`config.mk`:
```
export PLATFORM = sky130hd
export DESIGN_NAME = pipe_ctrl
export DESIGN_NICKNAME = d
export VERILOG_FILES = /design/src/rtl/pipe_ctrl_pkg.sv /design/src/rtl/load_use_detect.sv /design/src/rtl/pipe_ctrl.sv
export SDC_FILE = /design/constraint.sdc
export NUM_CORES = 1
export LEC_CHECK = 0
export ABC_AREA = 1
export BUFFER_PORTS_ARGS = -buffer_cell sky130_fd_sc_hd__buf_4
export CORE_MARGIN = 3
export CORE_UTILIZATION = 30
export DETAILED_ROUTE_END_ITERATION = 8
export GPL_ROUTABILITY_DRIVEN = 0
export REMOVE_ABC_BUFFERS = 1
export SLEW_MARGIN = 25
export SYNTH_ARGS = -nofsm -noshare
export SYNTH_HDL_FRONTEND = slang
export SYNTH_SLANG_ARGS = --single-unit
```
`constraint.sdc`:
```
create_clock -name clk -period 1.5 [get_ports clk]
set_clock_uncertainty 0.05 [all_clocks]
set_input_delay 0.375 -clock clk [delete_from_list [all_inputs] [get_ports clk]]
set_output_delay 0.375 -clock clk [all_outputs]
set_load 0.1 [all_outputs]
```
`src/rtl/pipe_ctrl_pkg.sv`:
```
// pipe_ctrl_pkg: sequencer state encoding and opcode constants shared with the EX stage
package pipe_ctrl_pkg;

    typedef enum logic [1:0] {
        RUN,
        FLUSH,
        MEMWAIT
    } pipe_state_t;

    localparam logic [6:0] OP_LOAD   = 7'b0000011;
    localparam logic [6:0] OP_STORE  = 7'b0100011;
    localparam logic [6:0] OP_BRANCH = 7'b1100011;
    localparam logic [6:0] OP_JAL    = 7'b1101111;
    localparam logic [6:0] OP_JALR   = 7'b1100111;

endpackage

```
`src/rtl/load_use_detect.sv`:
```
// load_use_detect: flags an ID instruction reading the destination of a load sitting in EX
module load_use_detect
    import pipe_ctrl_pkg::*;
#(
    parameter int rsWidth     = 5,
    parameter int opcodeWidth = 7
) (
    input  logic [rsWidth-1:0]     idRs1,
    input  logic [rsWidth-1:0]     idRs2,
    input  logic                   idUsesRs1,
    input  logic                   idUsesRs2,
    input  logic [opcodeWidth-1:0] exOpcode,
    input  logic [rsWidth-1:0]     exRd,
    output logic                   hazard
);

    // x0 is never a real producer, so it cannot create a hazard
    assign hazard = (exOpcode == opcodeWidth'(OP_LOAD)) && (exRd != '0) &&
                    ((idUsesRs1 && idRs1 == exRd) || (idUsesRs2 && idRs2 == exRd));

endmodule

```
`src/rtl/pipe_ctrl.sv`:
```
// pipe_ctrl: load-use bubble, redirect squash window and memBusy freeze with watchdog
// Optional PIPE_CTRL_PERF_EN adds the stallCycles / flushCount performance counters.
module pipe_ctrl
    import pipe_ctrl_pkg::*;
#(
    parameter int rsWidth     = 5,
    parameter int opcodeWidth = 7,
    parameter int flushCycles = 2,
    parameter int memTimeout  = 64
) (
    input  logic                   clk,
    input  logic                   rstN,
    input  logic [rsWidth-1:0]     idRs1,
    input  logic [rsWidth-1:0]     idRs2,
    input  logic                   idUsesRs1,
    input  logic                   idUsesRs2,
    input  logic [opcodeWidth-1:0] exOpcode,
    input  logic [rsWidth-1:0]     exRd,
    input  logic                   exFlush,
    input  logic                   memBusy,
    output logic                   holdFrontEnd,
    output logic                   holdEx,
    output logic                   stallStart,
    output logic                   squash,
    output logic                   memError,
    output logic [31:0]            stallCycles,
    output logic [31:0]            flushCount
);

    localparam int FW = $clog2(flushCycles + 1);
    localparam int MW = $clog2(memTimeout + 1);

    pipe_state_t   state;
    logic [FW-1:0] flush_cnt;
    logic [MW-1:0] mem_cnt;
    logic          err_sticky;
    logic          hazard;
    logic          in_flush;
    logic          err_now;

    load_use_detect #(
        .rsWidth    (rsWidth),
        .opcodeWidth(opcodeWidth)
    ) u_detect (
        .idRs1    (idRs1),
        .idRs2    (idRs2),
        .idUsesRs1(idUsesRs1),
        .idUsesRs2(idUsesRs2),
        .exOpcode (exOpcode),
        .exRd     (exRd),
        .hazard   (hazard)
    );

    // Mealy decode; MEMWAIT without memBusy behaves exactly like RUN, and reset forces all controls low
    always_comb begin
        in_flush     = state == FLUSH;
        err_now      = memBusy && mem_cnt == MW'(memTimeout - 1);
        holdEx       = rstN && memBusy;
        holdFrontEnd = rstN && (memBusy || (!in_flush && !exFlush && hazard));
        stallStart   = rstN && !memBusy && (in_flush || exFlush || hazard);
        squash       = rstN && (in_flush || (!memBusy && exFlush));
        memError     = rstN && (err_sticky || err_now);
    end

    // Sequencer: memBusy freezes everything, FLUSH ignores wrong-path redirects, RUN accepts them
    always_ff @(posedge clk or negedge rstN) begin
        if (!rstN) begin
            state      <= RUN;
            flush_cnt  <= '0;
            mem_cnt    <= '0;
            err_sticky <= 1'b0;
        end else begin
            if (err_now) err_sticky <= 1'b1;
            mem_cnt <= !memBusy ? '0 : (mem_cnt == MW'(memTimeout)) ? mem_cnt : mem_cnt + 1'b1;
            if (memBusy) begin
                if (state == RUN) state <= MEMWAIT;
            end else if (in_flush) begin
                flush_cnt <= flush_cnt - 1'b1;
                if (flush_cnt <= FW'(1)) state <= RUN;
            end else if (exFlush && flushCycles > 1) begin
                state     <= FLUSH;
                flush_cnt <= FW'(flushCycles - 1);
            end else begin
                state <= RUN;
            end
        end
    end

`ifdef PIPE_CTRL_PERF_EN
    // Count stalled cycles and accepted redirects (each opens one squash window)
    always_ff @(posedge clk or negedge rstN) begin
        if (!rstN) begin
            stallCycles <= '0;
            flushCount  <= '0;
        end else begin
            if (holdFrontEnd || stallStart) stallCycles <= stallCycles + 32'd1;
            if (!memBusy && !in_flush && exFlush) flushCount <= flushCount + 32'd1;
        end
    end
`else
    assign stallCycles = '0;
    assign flushCount  = '0;
`endif

endmodule

```
# Yosys cells after proc, flatten, opt, wreduce, memory -nomap -nowiden
# Index checks and enable logic that the tools add are counted.
[word_totals]
ff_bits = 12
out_inout_bits = 69
in_bits = 28
word_cells = 54
[op_classes]
n_lt_le_gt_ge = 1
muxes = 9
n_bitwise = 1
n_reduce_logical = 28
n_eq_ne = 9
add_sub_neg = 2
[op_table]
columns = ["op", "count"]
rows = [
  ["logical AND 1 bit", 14],
  ["2-to-1 mux 7 bit", 2],
  ["2-to-1 mux 2 bit", 6],
  ["== test 5 bit", 2],
  ["adder 7 x 1 -> 7 bit, second input constant", 1],
  ["== test 7 x 2 -> 1 bit, second input constant", 1],
  ["== test 7 x 6 -> 1 bit, second input constant", 1],
  ["== test 7 bit, second input constant", 1],
  ["logical OR 1 bit", 6],
  ["nonzero test 5 bit", 1],
  ["AND reduction 2 bit", 2],
  ["zero test 1 bit", 3],
  ["inequality test 3 x 2 -> 1 bit, second input constant", 1],
  ["== test 2 x 1 -> 1 bit, second input constant", 1],
  ["less-or-equal comparator 2 x 1 -> 1 bit, second input constant", 1],
  ["zero test 2 bit", 1],
  ["inequality test 2 x 1 -> 1 bit, second input constant", 1],
  ["inequality test 2 bit, second input constant", 1],
  ["nonzero test 2 bit", 1],
  ["subtractor 2 x 1 -> 2 bit, second input constant", 1],
  ["2-to-1 mux 1 bit", 1],
  ["NOT 1 bit", 1],
]

# Longest topological paths before layout
[logic_depth]
depth_word = 7
depth_mapped = 8
depth_no_buf = 8

# By module
# A second synthesis with hierarchy kept.
[unflattened]
cells_unflattened = 215
area_unflattened_um2 = 1402.6
[by_module_without_submodules]
columns = ["mod", "n_inst", "cells_each", "area_per_inst_um2", "seq_area_each_um2"]
rows = [
  ["pipe_ctrl", 1, 156, 1169.9, 300.3],
  ["load_use_detect", 1, 59, 232.7, 0.0],
]

# Least setup slack after synthesis
# No wires, ideal clock.
[synth_path]
path_kind = "input to output"
startpoint = "input port exRd[3]"
endpoint = "output port holdFrontEnd"
n_path_buf = 0
t_arrival_ns = 2.890
path_slack_ns = -1.815
path_stages = 8
required_ns = 1.075
cell_sequence = "inv_1 > nand2_1 > nand2_1 > nor2_1 > nand3_1 > nand2_1 > nand2_1 > o21ai_0"
[synth_via]
elab_chain_len = 7
elab_cells_between_ends = 11
cone_classes = "2 x eq/ne; 9 x reduce/logical"
[synth_lines]
columns = ["element", "line_no", "rtl"]
rows = [
  ["from (decl)", "pipe_ctrl.sv:18", "input logic [rsWidth-1:0] exRd,"],
  ["== test 5 bit", "load_use_detect.sv:19", "((idUsesRs1 && idRs1 == exRd) || (idUsesRs2 && idRs2 == exRd));"],
  ["logical AND 1 bit", "load_use_detect.sv:19", ""],
  ["logical OR 1 bit", "load_use_detect.sv:19", ""],
  ["logical AND 1 bit (*)", "load_use_detect.sv:18", "assign hazard = (exOpcode == opcodeWidth'(OP_LOAD)) && (exRd != '0) &&"],
  ["logical AND 1 bit (*)", "pipe_ctrl.sv:59", "holdFrontEnd = rstN && (memBusy || (!in_flush && !exFlush && hazard));"],
  ["logical OR 1 bit (*)", "pipe_ctrl.sv:59", ""],
  ["logical AND 1 bit (*)", "pipe_ctrl.sv:59", ""],
  ["to (decl)", "pipe_ctrl.sv:21", "output logic holdFrontEnd,"],
]
# Every way passes the cells marked *; elsewhere a longest branch is shown, timed or not.

# Worst setup path in the final report
[layout_path]
startpoint = "register mem_cnt[0]"
endpoint = "output port memError"
[layout_via]
elab_chain_len = 4
[layout_lines]
columns = ["element", "line_no", "rtl"]
rows = [
  ["from (decl)", "pipe_ctrl.sv:35", "logic [MW-1:0] mem_cnt;"],
  ["from (signal assigned)", "pipe_ctrl.sv:74", "mem_cnt <= !memBusy ? '0 : (mem_cnt == MW'(memTimeout)) ? mem_cnt : mem_cnt + 1'b1;"],
  ["== test 7 x 6 -> 1 bit", "pipe_ctrl.sv:57", "err_now = memBusy && mem_cnt == MW'(memTimeout - 1);"],
  ["logical AND 1 bit", "pipe_ctrl.sv:57", ""],
  ["logical OR 1 bit", "pipe_ctrl.sv:62", "memError = rstN && (err_sticky || err_now);"],
  ["logical AND 1 bit", "pipe_ctrl.sv:62", ""],
  ["to (decl)", "pipe_ctrl.sv:25", "output logic memError,"],
]
# No other way between the ends.

==> impl_metrics.toml <==
[drt]
wl_met3_um = 277
wire_per_inst_um = 9.28
drt_wl_total_mm = 2.82
num_vias = 1186
firstDrtPassIters = 4
drtIter0Drc = 28
wl_met1_mm = 1.16
wl_met2_mm = 1.34
vias_per_cell = 3.90
top_layer = "met4"
drcViolationCount = 0
ant_nets = 0

[worst_setup_path]
arrival_ps = 1530
crit_path_start_kind = "register"
critical-path-slowest-cell = "dfrtp_1"
required_ps = 1070
cp_top_family = "flip-flops"
critPathKind = "reg -> out"
crit_chain = "ha_2 > nand3_2 > nor4_2 > nand2_1 > a21oi_2 > buf_8"
crit_fanout = 2
cpPeakStageDelay_ps = 360
endpoint_kind = "primary output"
crit_buf_inv = 1

[floorplan]
die_h_um = 72.9
io_pins = 97
start_util = 0.322
chipWidth_um = 72.9
num_rows = 23
die_area_mm2 = 0.00532
core_mm2 = 0.00417

[synthesis]
synth_commonest_cells = "64 x buf_4, 42 x nand2_1, 25 x inv_1, 17 x nor2_1, 12 x dfrtp_1"
synth_edf_count = 0
async_reset_ff_frac = 1.00
syn_inst = 198
synth_simple_gate_area_share = 0.240
synth_most_common_cell = "buf_4"
syn_area_mm2 = 0.00134
synth_top_family_by_area = "buffers and inverters"
synth_top_area_frac = 0.358
synth-xor-area-share = 0.0130
synth-compound-area-share = 0.0587
synth_adder_area_share = 0.0279
synth_top_cells_by_area = "buf_4 36%, dfrtp_1 22%, nand2_1 12%"
ys_warn_count = 0
yosysUniqueCellTypes = 20
syn_area_per_cell_um2 = 6.79
ys_ff_latch = 12
synth-main-ff-cell = "dfrtp_1"
synthMuxAreaShare = 0
ys_seq_area_frac = 0.223
yosysTopAreaCell = "buf_4"

[global_route]
antenna_found_initial = 0
globalRouteOverflowTotal = 0
grt_pass1_wl_mm = 4.29
track_usage = 0.101
grt_pass1_vias = 977
grt_max_degree = 8

[clock_tree]
cts-buffers-inserted = 3
root_buffer = "clkbuf_8"
clkSinkCount = 12
clk_pin_slew_ps = 50
clock_latency_ps = 240
holdBufCountCts = 0
cts_tree = "yes"
htree_num_levels = 1
clk_path_buf_depth = 2

[placement]
dp_slack_ps = -344
dp_hpwl_mm = 2.28
dpl_cell_area_mm2 = 0.00153
port_buffers = 32

[power]
powerDensity_mw_per_mm2 = 998
p_leak_nw = 1.00
ir_drop_mv = 0.458

[sta]
period_share = 1.31
setup_viol = 4
final_hold_viol_count = 0
worst_slack_ps = -459
drv_slew = 0
fin_crit_ps = 1960
max_freq_ghz = 0.510
rsz0062_at_grt = "true"

[flow_run]
cap_violations = 0

[finish]
drive_gt1_frac = 0.358
fillers = 438
nets = 286
num_antenna_cells = 0
stdcell_area_mm2 = 0.00182
area_growth_pct = 35.8

[worst_hold_path]
hold_class = "in -> async"

[outcome]
status = "finished, violations left"
violations = "setup timing"
-- layout make-up --
class / count / area (um2) / share of cell area
multi-input combinational: 158 / 786 / 0.431
timing repair buffer: 54 / 510 / 0.280
sequential: 12 / 300 / 0.165
inverter: 26 / 110 / 0.0604
tap: 50 / 62.6 / 0.0343
clock buffer: 4 / 55.1 / 0.0302
-- cell usage in the layout, fill, tap and decap left out, types with 3 or more instances in the layout --
cell type,instances
a21oi_1,3
buf_12,3
buf_4,37
buf_6,10
buf_8,4
clkbuf_8,4
conb_1,64
dfrtp_1,12
inv_1,14
inv_2,6
inv_4,5
nand2_1,33
nand2_2,9
nand3_1,5
nand4_1,3
nor2_1,15
o21ai_0,4
-- cells by family (layout without fill, tap and decap cells) --
logic type | count (synthesis) | in the layout
buffers and inverters | 91 | 84
AND/OR/NAND/NOR | 74 | 74
AO/OA/AOI/OAI | 15 | 15
flip-flops | 12 | 12
adder cells (fa/ha/maj) | 3 | 3
XOR/XNOR | 2 | 2
other | 1 | 64
-- state kept, by name, indices dropped and copies added (netlist names) --
name	cells
mem_cnt	7
flush_cnt	2
state	2
err_sticky	1
-- final timing paths --
kind,end,slack [ps],depth (start not counted),start
hold / removal,mem_cnt[6],50,2,rstN
max in group asynchronous,mem_cnt[2],1240,2,rstN
setup reg to reg,mem_cnt[0],30,7,mem_cnt[0]
hold reg to reg,err_sticky,430,2,err_sticky
setup / recovery,memError,-460,6,mem_cnt[0]
min in group clk,mem_cnt[5],360,3,memBusy
-- power breakdown --
group	switching, mW	internal, mW	total (mW)
Combinational	0.906	0.195	1.10
Clock	0.123	0.232	0.355
Sequential	0.0150	0.350	0.365
-- worst register-to-register path, delay by kind of cell (launching register included) --
kind	cells	cell delay, ps
AOI/OAI and AO/OA	1	140
adders and majority gates	1	120
and+or+nand+nor	3	470
buffers and inverters	2	230
DFF	1	390
-- stage by stage --
stage,hold slack [ps],setup TNS (ps),cells,power (mW),util
floorplan,29.4,-5250,196,1.22,-
global placement,304,-1000,296,1.37,0.367
detailed placement,297,-959,296,1.37,0.367
CTS,36.0,-1090,302,1.79,0.417
global route,49.2,-1500,304,1.90,0.437
finish,45.6,-1040,304,1.82,0.437
-- repair_timing --
action,in CTS,in global routing
gates cloned,0,0
setup buffers,3,3
setup endpoints to repair,4,7
gates resized for setup,42,28
pin swaps,17,28
-- routing by layer --
| metal | global-route usage | vias up |
|---|---|---|
| li1 | - | 592 |
| met1 | 0.137 | 527 |
| met2 | 0.157 | 63 |
| met3 | 0.0317 | 4 |
| met4 | 0.0205 | 0 |
| met5 | 0 | - |
Note: power is estimated with default switching activity, not from simulation.
